### config.mk
export PLATFORM = sky130hd
export DESIGN_NAME = peridot_board_romreader
export DESIGN_NICKNAME = d
export VERILOG_FILES = /design/src/rtl/peridot_romdata_pkg.sv /design/src/rtl/peridot_romreader_hexdec.sv /design/src/rtl/peridot_board_romreader.sv
export SDC_FILE = /design/constraint.sdc
export NUM_CORES = 1
export LEC_CHECK = 0
export ABC_AREA = 1
export CELL_PAD_IN_SITES_DETAIL_PLACEMENT = 2
export CELL_PAD_IN_SITES_GLOBAL_PLACEMENT = 2
export CORE_ASPECT_RATIO = 1.5
export CORE_MARGIN = 2
export CORE_UTILIZATION = 30
export CTS_CLUSTER_DIAMETER = 80
export CTS_CLUSTER_SIZE = 8
export DETAILED_ROUTE_END_ITERATION = 12
export PLACE_DENSITY_LB_ADDON = 0.1
export SETUP_SLACK_MARGIN = 0.3
export SYNTH_ARGS = -nofsm -noshare
export SYNTH_HDL_FRONTEND = slang
export SYNTH_SLANG_ARGS = --single-unit
### constraint.sdc
create_clock -name clk -period 3.6 [get_ports clk]
set_clock_uncertainty 0.05 [all_clocks]
set_input_delay 0.54 -clock clk [delete_from_list [all_inputs] [get_ports clk]]
set_output_delay 0.54 -clock clk [all_outputs]
set_load 0.01 [all_outputs]
### src/rtl/peridot_romdata_pkg.sv
// Shared constants, FSM encoding and decode helpers for the PERIDOT board serial-ROM image.
package peridot_romdata_pkg;

    localparam int ROM_HDR_LEN = 10;
    localparam int ROM_UID_LEN = 16;
    localparam int ROM_TOTAL   = ROM_HDR_LEN + ROM_UID_LEN;
    localparam logic [7:0] ROM_VERSION = 8'h02;

    localparam logic [4:0] GENCODE_ADDR   = 5'd7;
    localparam logic [4:0] UID_FIRST_ADDR = 5'(ROM_HDR_LEN);
    localparam logic [4:0] LAST_ADDR      = 5'(ROM_TOTAL - 1);

    typedef enum logic [2:0] {
        ST_IDLE,
        ST_WAITRDY,
        ST_FETCH,
        ST_PUSH,
        ST_DONE
    } state_t;

    // Header signature "J7W",ver,"J72",gen,"93". The gencode slot returns 0 because it is
    // checked separately against the EXPECT_GENCODE parameter.
    function automatic logic [7:0] hdr_byte(input logic [3:0] idx);
        logic [7:0] b;
        case (idx)
            4'd0:    b = 8'h4a;  // 'J'
            4'd1:    b = 8'h37;  // '7'
            4'd2:    b = 8'h57;  // 'W'
            4'd3:    b = ROM_VERSION;
            4'd4:    b = 8'h4a;  // 'J'
            4'd5:    b = 8'h37;  // '7'
            4'd6:    b = 8'h32;  // '2'
            4'd8:    b = 8'h39;  // '9'
            4'd9:    b = 8'h33;  // '3'
            default: b = 8'h00;
        endcase
        return b;
    endfunction

    // ASCII hex character to {ok, nibble}; non-hex characters give ok=0 and nibble 0.
    function automatic logic [4:0] hex2nibble(input logic [7:0] c);
        logic [4:0] r;
        r = 5'h00;
        if (c >= 8'h30 && c <= 8'h39)
            r = {1'b1, 4'(c - 8'h30)};
        else if (c >= 8'h41 && c <= 8'h46)
            r = {1'b1, 4'(c - 8'h37)};
        else if (c >= 8'h61 && c <= 8'h66)
            r = {1'b1, 4'(c - 8'h57)};
        return r;
    endfunction

endpackage

### src/rtl/peridot_romreader_hexdec.sv
// Combinational ASCII-hex character decoder for the UID section of the ROM image.
module peridot_romreader_hexdec
    import peridot_romdata_pkg::*;
(
    input  logic [7:0] ascii,
    output logic       ok,
    output logic [3:0] nibble
);

    assign {ok, nibble} = hex2nibble(ascii);

endmodule

### src/rtl/peridot_board_romreader.sv
// PERIDOT serial-ROM reader: walks the 26-byte image, validates the header, rebuilds the
// 64-bit UID and optionally forwards every raw byte on a valid/ready stream.
module peridot_board_romreader
    import peridot_romdata_pkg::*;
#(
    parameter logic [7:0] EXPECT_GENCODE = 8'h00,
    parameter int          STREAM_ENABLE  = 1,
    parameter int          READY_TIMEOUT  = 1023
) (
    input  logic        clk,
    input  logic        reset,
    input  logic        start,
    output logic        busy,
    output logic        done,
    input  logic        rom_ready,
    output logic [4:0]  rom_byteaddr,
    input  logic [7:0]  rom_bytedata,
    output logic        out_valid,
    input  logic        out_ready,
    output logic [7:0]  out_data,
    output logic        out_sop,
    output logic        out_eop,
    output logic [7:0]  gencode,
    output logic [63:0] uid,
    output logic        uid_valid,
    output logic        err_sig,
    output logic        err_hex,
    output logic        err_timeout
);

    localparam int CNT_W = $clog2(READY_TIMEOUT) + 1;
    localparam logic [CNT_W-1:0] CNT_MAX = CNT_W'(READY_TIMEOUT);

    state_t           state;
    state_t           state_nxt;
    logic [CNT_W-1:0] cnt;
    logic [7:0]       data_reg;
    logic             hex_ok;
    logic [3:0]       hex_nibble;
    logic             hdr_miss;

    peridot_romreader_hexdec u_hexdec (
        .ascii  (rom_bytedata),
        .ok     (hex_ok),
        .nibble (hex_nibble)
    );

    // State register.
    // NOTE: sequential state uses non-blocking assignments so every flop samples pre-edge values.
    always_ff @(posedge clk or posedge reset) begin
        if (reset) state <= ST_IDLE;
        else       state <= state_nxt;
    end

    // Next-state decode.
    // NOTE: defaulting state_nxt first keeps this block purely combinational (no latch).
    always_comb begin
        state_nxt = state;
        case (state)
            ST_IDLE:    if (start) state_nxt = ST_WAITRDY;
            ST_WAITRDY: begin
                if (rom_ready)            state_nxt = ST_FETCH;
                else if (cnt == CNT_MAX)  state_nxt = ST_DONE;
            end
            ST_FETCH: begin
                if (STREAM_ENABLE != 0)               state_nxt = ST_PUSH;
                else if (rom_byteaddr == LAST_ADDR)   state_nxt = ST_DONE;
            end
            ST_PUSH: begin
                if (out_ready) state_nxt = (rom_byteaddr == LAST_ADDR) ? ST_DONE : ST_FETCH;
            end
            ST_DONE:    state_nxt = ST_IDLE;
            default:    state_nxt = ST_IDLE;
        endcase
    end

    // FSM-derived outputs; the stream side only exists when STREAM_ENABLE is set.
    always_comb begin
        busy      = (state == ST_WAITRDY) || (state == ST_FETCH) || (state == ST_PUSH);
        done      = (state == ST_DONE);
        out_valid = (STREAM_ENABLE != 0) && (state == ST_PUSH);
        out_sop   = out_valid && (rom_byteaddr == 5'd0);
        out_eop   = out_valid && (rom_byteaddr == LAST_ADDR);
        out_data  = data_reg;
    end

    // Header comparison for the byte currently on the ROM bus.
    always_comb begin
        hdr_miss = 1'b0;
        if (rom_byteaddr == GENCODE_ADDR)
            hdr_miss = (EXPECT_GENCODE != 8'h00) && (rom_bytedata != EXPECT_GENCODE);
        else
            hdr_miss = (rom_bytedata != hdr_byte(rom_byteaddr[3:0]));
    end

    // Address, timeout counter, byte capture, UID assembly and sticky error flags.
    always_ff @(posedge clk or posedge reset) begin
        if (reset) begin
            rom_byteaddr <= 5'd0;
            cnt          <= '0;
            data_reg     <= 8'h00;
            gencode      <= 8'h00;
            uid          <= 64'h0;
            uid_valid    <= 1'b0;
            err_sig      <= 1'b0;
            err_hex      <= 1'b0;
            err_timeout  <= 1'b0;
        end else begin
            case (state)
                ST_IDLE: begin
                    if (start) begin
                        rom_byteaddr <= 5'd0;
                        cnt          <= '0;
                        uid          <= 64'h0;
                        uid_valid    <= 1'b0;
                        err_sig      <= 1'b0;
                        err_hex      <= 1'b0;
                        err_timeout  <= 1'b0;
                    end
                end
                ST_WAITRDY: begin
                    if (!rom_ready) begin
                        if (cnt == CNT_MAX) err_timeout <= 1'b1;
                        else                cnt <= cnt + CNT_W'(1);
                    end
                end
                ST_FETCH: begin
                    data_reg <= rom_bytedata;
                    if (rom_byteaddr < UID_FIRST_ADDR) begin
                        if (hdr_miss) err_sig <= 1'b1;
                        if (rom_byteaddr == GENCODE_ADDR) gencode <= rom_bytedata;
                    end else begin
                        uid <= {uid[59:0], hex_nibble};
                        if (!hex_ok) err_hex <= 1'b1;
                    end
                    // Without a stream the FETCH state walks the address on its own.
                    if (STREAM_ENABLE == 0 && rom_byteaddr != LAST_ADDR)
                        rom_byteaddr <= rom_byteaddr + 5'd1;
                end
                ST_PUSH: begin
                    if (out_ready && rom_byteaddr != LAST_ADDR)
                        rom_byteaddr <= rom_byteaddr + 5'd1;
                end
                ST_DONE: uid_valid <= ~(err_sig | err_hex | err_timeout);
                default: ;
            endcase
        end
    end

endmodule

Yosys cells after proc, flatten, opt, wreduce, memory -nomap -nowiden:

Memories as Yosys holds them, arrays and structs flattened.
Cells that the tools add are included.

* bits in registers: 103
* bits in read-only memories: 112
* bits of input ports: 13
* output and inout bits: 94
* logic and storage cells: 101
* memories: 1

* add/subtract/negate cells: 5
* $lt $le $gt $ge: 7
* eq/ne operators: 20
* mux-type cells: 32
* bitwise gates (word level): 3
* reduce and logical (&&, ||, !) cells: 23

Memory list
* (name not given): depth 16, bits a word 7, rd ports 1, clocked after memory_dff 0, wr ports 0, line peridot_romdata_pkg.sv:25 `case (idx)`

Operators by type and width (number)
* $mux 64: 2
* $pmux 64 s2: 1
* $mux 11: 3
* $mux 5: 5
* $pmux 11 s2: 1
* $ge 8x7->1 const B: 2
* $le 8x7->1 const B: 2
* $reduce_and 4->1: 4
* $mux 3: 5
* $ne 2x2->1 const B: 6
* $pmux 3 s4: 1
* $reduce_and 3->1: 4
* $add 11x1->11 const B: 1
* $eq 11x10->1 const B: 1
* $pmux 5 s2: 1
* $ge 8x6->1 const B: 1
* $le 8x6->1 const B: 1
* $mux 1: 8
* $mux 8: 1
* $ne 2x1->1 const B: 4
* $ne 8x8->1: 1
* $pmux 1 s2: 4
* $reduce_bool 2->1: 4
* $sub 4x3->4 const B: 2
* other kinds (17): 25

Logic depth before layout (Yosys ltp):

Gate-level depths: netlist of run 1.

* word-level depth: 8
* mapped depth: 13
* depth with buffers taken out: 13

Modules after synthesis:

From an unflattened synthesis of run 1, not the netlist that was laid out.

* cell total of the unflattened synthesis: 525
* area total of the unflattened synthesis: 4833.4 sq um

By module, submodules not included
* peridot_board_romreader: times used 1, cells each 487, area each 4628.2 sq um, sequential area each 2577.5 sq um
* peridot_romreader_hexdec: times used 1, cells each 38, area each 205.2 sq um, sequential area each 0.0 sq um

Least setup slack after synthesis of run 1:

Ideal clock, no wire load.

* path type: register to output
* start point: register rom_byteaddr[1]
* end point: output port out_sop
* arrival time: 1.260 ns
* data required time: 3.010 ns
* slack: 1.750 ns
* cell stages (with the launch flop): 5
* path buffers: 0
* path through: dfrtp_1 -> inv_1 -> ha_1 -> inv_1 -> nor4_1

* longest elaborated chain between the ends: 2

RTL lines
* start, declared: line peridot_board_romreader.sv:16 `output logic [4:0] rom_byteaddr,`
* start signal, assigned: line peridot_board_romreader.sv:138 `rom_byteaddr <= rom_byteaddr + 5'd1;`
* start signal, assigned: line peridot_board_romreader.sv:142 `rom_byteaddr <= rom_byteaddr + 5'd1;`
* $logic_not 5->1: line peridot_board_romreader.sv:82 `out_sop = out_valid && (rom_byteaddr == 5'd0);`
* $logic_and 1x1->1: line peridot_board_romreader.sv:82
* end, declared: line peridot_board_romreader.sv:21 `output logic out_sop,`

Every way passes these cells.

Worst setup path in the final report of run 1:

* start point: register rom_byteaddr[0]
* end point: output port out_sop

The elaborated chain is that of the path after synthesis.

==> results.json, run 1 <==
{
  "endpoint_kind": "output port",
  "antenna_found_initial": 0,
  "netlist.area_leader.share": 0.5493,
  "synth_top_cell_by_area": "dfrtp_1",
  "synth_area_leaders": "dfrtp_1 55%, o22ai_1 7.9%, inv_1 7.5%",
  "htree_levels": 3,
  "hold_path_class": "flip-flop to flip-flop",
  "max-cap-violations": 0,
  "cellPowerDensity_nw_per_um2": 636.8,
  "cts_buffers": 9,
  "grt_setup_unrepaired": "false",
  "synth_flop_cell": "dfrtp_1",
  "worst_slew_pin_slew_ns": 0.7155,
  "gr-usage-all-layers": 0.1798,
  "chipWidth_um": 106.1,
  "peakVddDrop_v": 0.0002986,
  "fp.dieH_um": 157.2,
  "tns_ns": 0,
  "cts.sinks": 103,
  "drtAntennaViolNets": 0,
  "clkLatencyLatePin_ns": 0.35,
  "hold_buffers": 0,
  "io_buffers": 106,
  "final_hold_viol_count": 0,
  "finalSetupViolations": 0,
  "yosysWarnings": 0,
  "syn_avg_cell_area_um2": 9.182,
  "cts.clk_slew.worst_paths_ns": 0.08,
  "critPathKind": "flip-flop to output port",
  "drc": 0,
  "crit_start": "rom_byteaddr[0]$_DFFE_PP0P_",
  "cts-resized-gates": 0,
  "start_kind": "flip-flop",
  "slew_viol_final": 0,
  "status": "finished, final reports clean",
  "first_iter_violations": 99,
  "synthCells": 511,
  "async_flop_share": 1.000,
  "syn_area_um2": 4692,
  "cts.path.max_buffers": 2,
  "cts_tree": "built",
  "via_per_inst": 4.830,
  "dr.pass1.iters": 4,
  "finalCriticalPeriod_ns": 2.822,
  "cts-root-buf": "clkbuf_16",
  "total_power_uw": 3956,
  "ys_seq_area_frac": 0.5493,
  "r2r-start": "rom_byteaddr[2]$_DFFE_PP0P_",
  "finalWeightedCongestion": 0.7874,
  "ys_seq_elements": 103,
  "area_delta_synth_final_pct": 32.40,
  "dieArea_um2": 16680,
  "place_hpwl_um": 10850,
  "postCtsSetupBuffers": 0,
  "ioPinCount": 107,
  "min_from": "gencode[2]$_DFFE_PP0P_",
  "nets": 638,
  "grt_pass1_wl_um": 23570,
  "p_leak_uw": 0.002713,
  "timing.fmax_mhz": 354.4,
  "crit_path_max_fanout": 7,
  "synth_nets": 532,
  "grt_pass1_vias": 4425,
  "relSlewSlack": 0.5230,
  "required_ns": 3.01,
  "grt_max_degree": 57,
  "grt_remaining_overflow": 0,
  "finalWirelength_um": 14270,
  "coreArea_um2": 15480,
  "drive_gt1_frac": 0.08360,
  "vias": 3985,
  "routedWlPerCell_um": 17.30,
  "diodes": 0,
  "fin_crit_sh": 0.7839,
  "fp-row-count": 56,
  "initial_core_util": 0.3030,
  "synth-edff-count": 0,
  "cp.arrival_ns": 2.23,
  "netlist-cell-type-count": 40
}
synth_stat cells, types with 4 or more instances:
cell / number
a21oi_1: 8
buf_2: 7
buf_6: 7
dfrtp_1: 103
ha_1: 8
inv_1: 94
inv_2: 7
nand2_1: 74
nand2_2: 8
nand3_1: 22
nand4_1: 5
nor2_1: 28
nor3_1: 11
o21ai_0: 31
o21ai_1: 5
o22ai_1: 59
xor2_1: 4
where the power goes:
group          internal (uW)  total [uW]  switching (uW)
Sequential              1310        1460             154
Combinational            577        1530             956
Clock                    484         962             477
Total                   2370        3960            1590
layout make-up:
type                    count  area (um2)
well taps                 203       254.0
flip-flops and latches    103        2577
clock buffers               9       225.2
fillers                  1746        9273
repair buffers            111        1099
clock inverters             7       65.06
inverters                 103       391.6
multi-input cells         289        1600
path summary, 6_finish.rpt:
kind                                           to  slack, ns  depth (start not counted)
setup / recovery                          out_sop       0.78                          5
hold reg to reg            gencode[2]$_DFFE_PP0P_       0.44                          2
max in group asynchronous      cnt[7]$_DFFE_PP0P_       2.02                          3
setup reg to reg               uid[6]$_DFFE_PP0P_       1.27                          5
hold / removal             gencode[2]$_DFFE_PP0P_       0.44                          2
min in group asynchronous     uid[12]$_DFFE_PP0P_       0.62                          2
logic make-up (layout without fill, tap and decap cells):
kind of cell | count (synthesis) | in the layout | synth area share
simple gates | 162 | 162 | 0.1635
fa+ha+maj | 8 | 8 | 0.02133
flops | 103 | 103 | 0.5493
compound gates | 114 | 114 | 0.1469
xor+xnor | 5 | 5 | 0.009333
buf+inv | 119 | 230 | 0.1096
per-layer routing:
layer,vias to the layer above,global-route usage,part of all wire
met5,-,0,0
met4,0,0.05075,0.011
met3,7,0.02526,0.026
met2,71,0.3431,0.55
met1,2022,0.2069,0.41
li1,1885,-,-
sequential cells by signal, summed over array words and instances (netlist names):
name	flops
cnt	11
gencode	8
err_hex	1
uid	64
rom_byteaddr	5
out_data	8
state	3
err_timeout	1
uid_valid	1
err_sig	1
through the flow:
stage                 util  hold slack [ns]  worst slack (ns)  instance area, um2  instances
global route        0.4012           0.4785            0.6724                6212        825
floorplan                -           0.4056            0.3062                4692        511
global placement    0.3824           0.4247             1.084                5922        809
CTS                 0.4012           0.4537            0.7711                6212        825
detailed placement  0.3824           0.4344             1.024                5922        809
finish              0.4012           0.4425            0.7779                6212        825
layout by cell type (no fill, tap or decap), types with 2 or more instances in the layout:
master	count
nand3_1	22
clkinvlp_4	2
a21oi_1	8
buf_4	5
inv_6	2
xor2_1	4
clkdlybuf4s50_1	106
nand2_1	74
nor2_4	3
inv_1	93
nand4_1	5
inv_2	7
nor4_1	2
nand2_2	8
dfrtp_1	103
nor2_2	3
nand2_4	2
o21ai_2	2
nor2_1	28
o22ai_1	59
o21ai_0	31
nor3_1	11
clkbuf_16	9
ha_1	8
inv_4	2
o21ai_1	5
worst max-delay path, cell delays in order, from the launching register on:
cell and delay (ns):
dfrtp_1 0.47, inv_1 0.15, ha_1 0.22, inv_1 0.09
nor4_1 0.34, clkdlybuf4s50_1 0.61
No activity file was read; power rests on OpenSTA's default activity.
==> run 2, diff against run 1 <==
- clock period: 3.6 -> 2.7 ns (I/O delays scaled with it)
==> run 2 against run 1 <==
Against the previous run: cell area up 1.5%; die area unchanged; non-clock buffer count unchanged; register-to-register slack worse by 0.60 ns; sequential power up 34%; via count up 0.23%; sequential cell count unchanged; sequential share of layout area down 0.59 points; wire length up 0.90%.
==> results.json, run 2 (synthesis gave the netlist of run 1 again) <==
{
  "place_hpwl_um": 10950,
  "cpMostUsedCell": "inv_1",
  "critPathKind": "flip-flop to output port",
  "r2r_end": "uid[59]$_DFFE_PP0P_",
  "via_per_inst": 4.841,
  "layout_commonest_cell": "clkdlybuf4s50_1",
  "top_regs": "uid x64, cnt x11",
  "routedWlPerCell_um": 17.45,
  "n_fill_cell": 1738,
  "peakVddDrop_v": 0.0004373,
  "tns_ns": 0,
  "place_area_um2": 5966,
  "cts_buffers": 9,
  "p_leak_uw": 0.002769,
  "finalCriticalPeriod_ns": 2.232,
  "cpLargestDelayFamily": "buffers and inverters",
  "max-cap-violations": 0,
  "relSlewSlack": 0.5319,
  "fin_crit_sh": 0.8266,
  "required_ns": 2.25,
  "worst_slew_pin_slew_ns": 0.7007,
  "grt_setup_unrepaired": "false",
  "initial_core_util": 0.3030,
  "largest-register": "uid",
  "ioPinCount": 107,
  "crit_path_max_fanout": 7,
  "cts_tree": "built",
  "io_buffers": 106,
  "drc": 0,
  "crit_cells": 5,
  "clkLatencyLatePin_ns": 0.35,
  "final_hold_viol_count": 0,
  "fp.dieH_um": 157.2,
  "grt_max_degree": 57,
  "cts-root-buf": "clkbuf_16",
  "cts.path.max_buffers": 2,
  "chipWidth_um": 106.1,
  "holdPathStages": 2,
  "dr.pass1.iters": 4,
  "coreArea_um2": 15480,
  "r2r_slack_ns": 0.67,
  "hold_path_class": "flip-flop to flip-flop",
  "fp-row-count": 56,
  "rr_worst_depth": 5,
  "stdcell_area_um2": 6307,
  "cts.sinks": 103,
  "vias": 3994,
  "drtAntennaViolNets": 0,
  "crit_end": "out_sop",
  "slew_viol_final": 0,
  "path_cells": "inv_1, ha_1, inv_1, nor4_1, dlygate4sd2_1",
  "slowest_delay_ns": 0.46,
  "nets": 638,
  "finalWeightedCongestion": 0.8215,
  "grt_remaining_overflow": 0,
  "cp.arrival_ns": 1.78,
  "preCtsSetupSlack_ns": 0.2747,
  "cts.clk_slew.worst_paths_ns": 0.07,
  "start_kind": "flip-flop",
  "critPathBufInv": 3,
  "cellPowerDensity_nw_per_um2": 866.7,
  "diodes": 0,
  "htree_levels": 3,
  "status": "finished, final reports clean",
  "fin_ws_ns": 0.4683,
  "final_cell_mix": "104 x clkdlybuf4s50_1, 101 x dfrtp_1, 91 x inv_1, 74 x nand2_1, 59 x o22ai_1",
  "endpoint_kind": "output port",
  "timing.fmax_mhz": 448.1,
  "antenna_found_initial": 0,
  "grt_pass1_wl_um": 23650,
  "slowest_stage": "dfrtp_2",
  "finalSetupViolations": 0,
  "dieArea_um2": 16680,
  "finalWirelength_um": 14400,
  "area_delta_synth_final_pct": 34.43,
  "grt_pass1_vias": 4510,
  "crit_start": "rom_byteaddr[0]$_DFFE_PP0P_",
  "r2r-start": "rom_byteaddr[2]$_DFFE_PP0P_",
  "largest_reg_flops": 64,
  "first_iter_violations": 103,
  "gr-usage-all-layers": 0.1802,
  "utilization": 0.4073,
  "drive_gt1_frac": 0.09325
}
run 2: changes by cell type in the layout (fill, tap and decap cells not counted), moves of 2 or more:
cell	change
buf_12	+4
buf_4	-4
clkdlybuf4s50_1	-2
dfrtp_1	-2
dfrtp_2	+2
inv_1	-2
inv_2	+2
inv_6	+2
run 2: cell type report:
class	count	area, um2	share of cell area
sequential	103	2580	0.4090
multi-input combinational	289	1608	0.2549
timing repair buffer	111	1150	0.1823
inverter	103	392.9	0.06229
tap	203	254.0	0.04027
clock buffer	9	225.2	0.03571
clock inverter	7	97.59	0.01547
run 2: what timing repair did:
item / CTS / global route
resized for setup: 1 / 7
setup buffers: 1 / 0
hold buffers: 0 / 0
setup endpoints to repair: 2 / 3
pin swaps: 1 / 1
run 2: worst min path at each step:
stage,from,to,slack [ns]
4_1_cts,out_data[7]$_DFFE_PP0P_,out_data[7]$_DFFE_PP0P_,0.46
6_report,out_data[7]$_DFFE_PP0P_,out_data[7]$_DFFE_PP0P_,0.45
5_1_grt,cnt[6]$_DFFE_PP0P_,cnt[6]$_DFFE_PP0P_,0.47
3_3_place_gp,out_data[6]$_DFFE_PP0P_,out_data[6]$_DFFE_PP0P_,0.42
2_1_floorplan,cnt[6]$_DFFE_PP0P_,cnt[6]$_DFFE_PP0P_,0.41
3_5_place_dp,out_data[7]$_DFFE_PP0P_,out_data[7]$_DFFE_PP0P_,0.43
run 2: metal layers:
metal / up-vias / track usage / part of all wire
li1: 1881 / - / -
met1: 2027 / 0.2037 / 0.39
met2: 72 / 0.3492 / 0.57
met3: 14 / 0.02484 / 0.027
met4: 0 / 0.04887 / 0.015
met5: - / 0 / 0
run 2: through the flow:
stage | std cells | power [uW] | hold slack, ns
after floorplan | 511 | 3355 | 0.4056
after global placement | 808 | 4055 | 0.4224
after detailed placement | 808 | 4119 | 0.4325
final | 825 | 5467 | 0.4499
after CTS | 825 | 5571 | 0.4551
after global routing | 825 | 5848 | 0.4697
run 2: worst register-to-register path: stages, from the launching register on:
cell	delay [ns]
dfrtp_1	0.51
o21ai_2	0.31
nand2_1	0.22
nand2_2	0.41
buf_12	0.28
o22ai_1	0.12
run 2: power by group:
part	internal, uW	switching [uW]
logic	802	1300
registers	1750	203
clock network	750	663
==> variant: new RTL, flow settings as in run 2 <==
Change the parameter `READY_TIMEOUT` from 1023 to 2046.
--- a/src/rtl/peridot_board_romreader.sv
+++ b/src/rtl/peridot_board_romreader.sv
@@ -7,3 +7,3 @@
     parameter int          STREAM_ENABLE  = 1,
-    parameter int          READY_TIMEOUT  = 1023
+    parameter int          READY_TIMEOUT  = 2046
 ) (
Function: same outputs for any inputs over 10 cycles, from zero or initial values and one cycle with reset high; that may be too few to reach the edited logic, so the function may still have changed.
==> variant against run 2 <==
Clock power is 8% lower. Global-route usage up 0.42 points. Core utilization rose by 0.13 points. Total power fell by 17%. Hold slack got worse by 10 ps. First-iteration DRC count rose by 15%. Worst setup slack worse by 28 ps. Synthesized area grew 1.5%. Sequential cell count rose by 1. Critical path depth unchanged. Routed wire length increased by 3.8%. Cell area up 0.77%. Critical path type unchanged. Largest cell class unchanged. Largest power group is now registers.
==> variant: results (changes against run 2) <==
status - finished, final reports clean (unchanged)
Final WS setup - 441 ps (was 468 ps)
via/cell ratio - 4.86 (was 4.84)
largest net degree at the start of global routing - 105 (was 57)
commonest cells in the netlist - dfrtp_1 (104), inv_1 (97), nand2_1 (96) (was dfrtp_1 (103), inv_1 (94), nand2_1 (74))
Worst-Skew Late Latency - 350 ps (about the same)
VDD IR max - 0.428 mV (was 0.437 mV)
FF-to-FF setup slack - 710 ps (was 670 ps)
first-pass GRT wire length - 24400 um (was 23700 um)
share of cells above drive strength 1 - 8.07% (was 9.32%)
arrival time worst endpoint - 1800 ps (was 1780 ps)
GP Congestion - 0.813 (was 0.822)
DR iter-0 viols - 118 (was 103)
PostCTS Resize Cnt - 5 (was 1)
post-detail-place hpwl - 11200 um (was 11000 um)
Fin Hold WS - 440 ps (was 450 ps)
Total GRT Usage - 18.4% (was 18.0%)
DP Worst Slack - 308 ps (was 275 ps)
nets - 661 (was 638)
top flop regs - uid (64), cnt (12) (was uid (64), cnt (11))
Synth Net Count - 557 (was 532)
placed cell area - 6050 sq um (was 5970 sq um)
main area contributors after synthesis - dfrtp_1 (55%), inv_1 (7.6%), nand2_1 (7.6%) (was dfrtp_1 (55%), o22ai_1 (7.9%), inv_1 (7.5%))
vias in the first global route - 4595 (was 4510)
distinct cell type count after synthesis - 33 (was 40)
Pleak - 2.77 nW (about the same)
WL/cell - 17.6 um (was 17.5 um)
normalized max-slew margin - 61.0% (was 53.2%)
variant: report_power, final:
group | total [mW] | leakage (nW) | internal (mW) | switching (mW)
registers | 1.79 | 1.38 | 1.68 | 0.109
logic | 1.46 | 1.24 | 0.509 | 0.955
clock network | 1.30 | 0.141 | 0.651 | 0.651
total | 4.55 | 2.77 | 2.84 | 1.71
variant: layout make-up:
cell class,count,area (sq um)
fillers,1773,9200
flip-flops and latches,104,2610
multi-input cells,307,1680
repair buffers,111,1120
inverters,106,404
well taps,203,254
clock buffers,10,229
clock inverters,6,60.1
variant: critical path, cell delays in order (launching register included):
cell and delay [ps]:
dfrtp_2 460, inv_1 140, ha_2 230, inv_1 60, nor4_1 260, dlygate4sd2_1 300
variant: cells by family after synthesis:
group                      count (synthesis)  share of synthesized area, %
and+or+nand+nor                          176                          16.8
buffers and inverters                    124                          10.5
AOI/OAI and AO/OA                        118                          15.0
DFF                                      104                          54.7
adders and majority gates                  9                          2.37
xor gates and xnor gates                   4                         0.736
variant: path summary, 6_finish.rpt:
kind	end	from	cells past startpoint
hold / removal	gencode[1]	gencode[1]	2
max in group asynchronous	rom_byteaddr[1]	reset	3
setup reg to reg	uid[16]	rom_byteaddr[2]	6
setup / recovery	out_sop	rom_byteaddr[1]	5
hold reg to reg	gencode[1]	gencode[1]	2
min in group asynchronous	uid[8]	reset	3
variant: through the flow:
stage                     cells  utilization [%]  power [mW]
final                       847             40.9        4.55
after global routing        847             40.9        4.85
after CTS                   847             40.8        4.63
after detailed placement    831             38.9        3.31
after global placement      831             38.9        3.26
after floorplan             535                -        2.75
variant: routing by layer:
metal	up-vias	GRT usage, %	routed length, um
met5	-	0	0
met4	0	4.45	136
met3	11	3.40	459
met2	75	34.7	8190
met1	2067	21.5	6160
li1	1967	-	-
